<file path="config.mk">
export PLATFORM = sky130hd
export DESIGN_NAME = data_mem_arbiter
export DESIGN_NICKNAME = d
export VERILOG_FILES = /design/src/rtl/data_mem_arbiter.sv
export SDC_FILE = /design/constraint.sdc
export NUM_CORES = 1
export LEC_CHECK = 0
export ABC_AREA = 1
export BUFFER_PORTS_ARGS = -buffer_cell sky130_fd_sc_hd__buf_2
export CAP_MARGIN = 5
export CORE_AREA = 2 2 116 118
export DETAILED_ROUTE_END_ITERATION = 6
export DIE_AREA = 0 0 118 120
export PLACE_DENSITY_LB_ADDON = 0.25
export SYNTH_ARGS = -nofsm -noshare
export SYNTH_HDL_FRONTEND = slang
export SYNTH_SLANG_ARGS = --single-unit
export TNS_END_PERCENT = 30
</file>
<file path="constraint.sdc">
create_clock -name CLK -period 3.8 [get_ports CLK]
set_clock_uncertainty 0.2 [all_clocks]
set_input_delay 0.76 -clock CLK [delete_from_list [all_inputs] [get_ports CLK]]
set_output_delay 0.76 -clock CLK [all_outputs]
set_load 0.01 [all_outputs]
</file>
<file path="src/rtl/data_mem_arbiter.sv">
// data_mem_arbiter
//   Shares one single-port data memory between two requesters. The memory
//   reads combinationally and writes on the rising CLK edge.
//   Port 0 is the core load/store unit; port 1 is the loader/debug master.
//   A round-robin arbiter grants one access per cycle. The grant is
//   combinational, and read data is returned registered one cycle later.
//
// Ports
//   CLK, RST              clock, asynchronous active-high reset
//   REQx/WEx/Ax/WDx       requester x access request, write enable, address, write data
//   GNTx                  requester x granted this cycle (combinational)
//   RVALIDx/RDATAx        requester x registered read response (1-cycle pulse)
//   MEM_A/MEM_WE/MEM_WD   drive to the memory instance
//   MEM_RD                combinational read data from the memory
module data_mem_arbiter #(
  parameter int WIDTH     = 32,
  parameter int WIDTH_ADR = 32
) (
  input  logic                 CLK,
  input  logic                 RST,
  input  logic                 REQ0,
  input  logic                 WE0,
  input  logic [WIDTH_ADR-1:0] A0,
  input  logic [WIDTH-1:0]     WD0,
  output logic                 GNT0,
  output logic                 RVALID0,
  output logic [WIDTH-1:0]     RDATA0,
  input  logic                 REQ1,
  input  logic                 WE1,
  input  logic [WIDTH_ADR-1:0] A1,
  input  logic [WIDTH-1:0]     WD1,
  output logic                 GNT1,
  output logic                 RVALID1,
  output logic [WIDTH-1:0]     RDATA1,
  output logic [WIDTH_ADR-1:0] MEM_A,
  output logic                 MEM_WE,
  output logic [WIDTH-1:0]     MEM_WD,
  input  logic [WIDTH-1:0]     MEM_RD
);

  // Round-robin pointer: index of the port preferred on contention.
  logic prio;
  logic gnt0;
  logic gnt1;
  logic rd0;
  logic rd1;

  always_comb begin
    gnt0 = REQ0 && (!REQ1 || !prio);
    gnt1 = REQ1 && (!REQ0 ||  prio);
  end

  // With no grant, the bus idles on port 0's address and data, and writes stay off.
  always_comb begin
    MEM_A  = gnt1 ? A1  : A0;
    MEM_WD = gnt1 ? WD1 : WD0;
    MEM_WE = (gnt0 && WE0 && REQ0) || (gnt1 && WE1 && REQ1);
  end

  assign GNT0 = gnt0;
  assign GNT1 = gnt1;
  assign rd0  = gnt0 && !WE0;
  assign rd1  = gnt1 && !WE1;

  always_ff @(posedge CLK or posedge RST) begin
    if (RST) begin
      prio    <= 1'b0;
      RVALID0 <= 1'b0;
      RVALID1 <= 1'b0;
      RDATA0  <= '0;
      RDATA1  <= '0;
    end else begin
      // Hand preference to the port that lost (or did not ask) this cycle.
      if (gnt0)
        prio <= 1'b1;
      else if (gnt1)
        prio <= 1'b0;

      RVALID0 <= rd0;
      RVALID1 <= rd1;
      if (rd0)
        RDATA0 <= MEM_RD;
      if (rd1)
        RDATA1 <= MEM_RD;
    end
  end

endmodule

</file>
==> impl_metrics.csv <==
group,metric,value,unit
routing,drt_pass1_iterations,4,
place,gp_congestion,0.8055,
pwr,seqPwrFrac,36.4,%
layout,area.growth.synth_to_final,53.61,%
sta,max_freq,0.3422,GHz
routing,route.detailed.drc,0,
synth,synth_nets,675,
synth,ys_ff_latch,67,
worst_setup_path,crit_path_max_fanout,66,
worst_setup_path,r2r-start,"prio",
worst_hold_path,hp-start,"RDATA0[1]",
worst_setup_path,cp.arrival,1960,ps
synth,synth_cells,509,
sta,finalCritPeriodShare,76.91,%
worst_setup_path,end_kind,"output pin",
pwr,switchingPower,0.7943,mW
floorplanning,fp.dieH,120,um
clock_tree,cts.clk_slew.worst_paths,50,ps
worst_setup_path,r2r_end,"RDATA1[5]",
place,io_buffers,298,
pwr,comb_power_share,29.8,%
routing,drt-met1-wl,6001,um
sta,finalHoldViolations,0,
clock_tree,ctsLongestPathBuffers,2,
floorplanning,dieArea,14160,um2
layout,fin_util,42.29,%
flow_run,drv_cap,0,
floorplanning,io-pin-count,299,
floorplanning,start_util,27.53,%
sta,finalSetupViolCount,0,
routing,wl_met3,1242,um
routing,via_per_inst,4.534,
routing,wire_per_inst,15.89,um
pwr,ir_drop,292.7,uV
pwr,powerDensity,447.1,nW/um2
routing,antenna_left,0,
worst_hold_path,hold_path.class,"flip-flop to flip-flop",
pwr,intPower,1.660,mW
sta,slew_headroom,54.79,%
global_route,grt_pass1_vias,4158,
clock_tree,numClockSinks,67,
synth,yosysUniqueCellTypes,14,
worst_setup_path,ff2ff_path_depth,6,
routing,vias,4416,
worst_hold_path,whs_path_depth,2,
sta,worstMarginPinSlew,678.1,ps
worst_setup_path,rrSetupSlack,1920,ps
pwr,p_leak,3.440,nW
worst_setup_path,critical_path_class,"primary input to output pin",
global_route,antenna_found_initial,3,
synth,synth_warnings,0,
run_status,status,"finished clean",
sta,rsz0062_at_grt,"false",
floorplanning,floorplan.rows,42,
routing,drtIter0Drc,266,
worst_hold_path,worst_hold_path.endpoint,"RDATA0[1]",
pwr,swShare,32.37,%
sta,min_period,2923,ps
routing,top_layer,"met5",
clock_tree,clk_latency,320,ps
global_route,grt_overflow_total,0,
clock_tree,postCtsSetupBuffers,0,
sta,whs,261.9,ps
global_route,grt_util_all_layers,21.21,%
layout,nFillCells,1415,
pwr,power_frac_clock,33.8,%
synth,yosysSeqAreaShare,46.92,%
sta,drv_slew,0,
routing,wl_met2,8035,um
global_route,grt_first_pass_wirelength,23290,um
clock_tree,cts_hold_buf,0,
clock_tree,tritoncts,"yes",
place,hpwl,11480,um
floorplanning,die_width,118,um
layout,layout.nets,958,
clock_tree,clockRootBuffer,"clkbuf_16",
worst_setup_path,worstSetupStartpointType,"primary input",
sta,fin_setup_tns,0,ps
worst_setup_path,required,2840,ps
synth,syn_avg_cell_area,7.020,um2
clock_tree,cts_inserted_buffers,9,
layout,layout-drive-gt1-share,41.33,%
floorplanning,core-area,12980,um2
routing,drt-total-wl,15470,um
clock_tree,post_cts_resize_count,0,
global_route,grt_max_degree,67,
clock_tree,htreeDepth,3,
synth,syn_area,3573,um2
## area by class of cell
type	instances	area, um2	area share, %
clock buffer	13	260.3	4.741
tap	176	220.2	4.012
timing repair buffer	311	1602	29.18
multi-input combinational	394	1657	30.18
sequential	67	1677	30.54
inverter	9	33.78	0.6155
clock inverter	2	35.03	0.6382
antenna	2	5.005	0.09118
## layout by cell type, fill, tap and decap left out
cell type	count
nand2_1	323
buf_2	298
dfrtp_1	67
nand4_1	64
buf_4	12
clkbuf_16	9
inv_1	6
diode_2	2
nand2_2	2
nand3_1	2
inv_2	2
o21ai_0	2
clkbuf_1	2
clkbuf_8	2
nand2_4	1
clkinv_1	1
bufinv_16	1
clkinv_2	1
buf_12	1
## power groups by stage
stage | sequential (mW) | clock [mW] | combinational [mW]
detailed placement | 0.902 | 0 | 0.743
CTS | 0.893 | 0.850 | 0.742
global placement | 0.900 | 0 | 0.738
finish | 0.893 | 0.830 | 0.731
global route | 0.908 | 0.892 | 0.808
floorplan | 0.957 | 0 | 0.312
## sequential cells by signal, summed over array words and instances, names as in the netlist
register	flops
RDATA1	32
prio	1
RDATA0	32
RVALID1	1
RVALID0	1
## stage by stage
step / setup slack [ps] / power [mW] / instance area, um2 / instances
2_1_floorplan: 1157 / 1.269 / 3573 / 509
3_3_place_gp: 882.4 / 1.638 / 5189 / 957
3_5_place_dp: 885.6 / 1.644 / 5189 / 957
4_1_cts: 881.2 / 2.485 / 5484 / 972
5_1_grt: 727.8 / 2.608 / 5484 / 972
6_report: 877.3 / 2.454 / 5489 / 974
## cells in the mapped netlist
cell        n  area share (%)
clkinv_1    1            0.10
nand2_2     2            0.35
nand4_1    64              11
buf_6       4             1.3
inv_2       1            0.10
buf_2      15             2.1
nand3_1     2            0.28
clkbuf_1   17             1.8
inv_1       7            0.74
buf_4       3            0.63
o21ai_0     2            0.28
nand2_4     1            0.32
dfrtp_1    67              47
nand2_1   323              34
## kinds of logic after synthesis
group                  after synthesis  synth area share [%]
buffers and inverters               48                 6.722
and+or+nand+nor                    392                 46.08
DFF                                 67                 46.92
AOI/OAI and AO/OA                    2                0.2801
## critical path, cell delays in order
cell and delay [ps]:
buf_2 100, inv_1 40, nand2_1 50, nand2_2 70
buf_4 530, nand2_1 140, nand2_1 90, buf_2 130
## how the worst max path moves through the flow
stage	start	endpoint	slack [ps]	depth (start not counted)
CTS	REQ0	MEM_A[19]	880	8
global route	REQ0	MEM_A[1]	730	8
global placement	REQ0	MEM_A[19]	880	8
detailed placement	REQ0	MEM_A[19]	890	8
floorplan	RST	RDATA0[0]	1160	1
finish	REQ0	MEM_A[21]	880	8
## metal layers
metal  GRT usage [%]  up-vias
li1                -     2198
met1           24.63     2041
met2           37.57      162
met3           7.795       13
met4           4.292        2
met5               0        -
(Power assumes the default switching activity.)
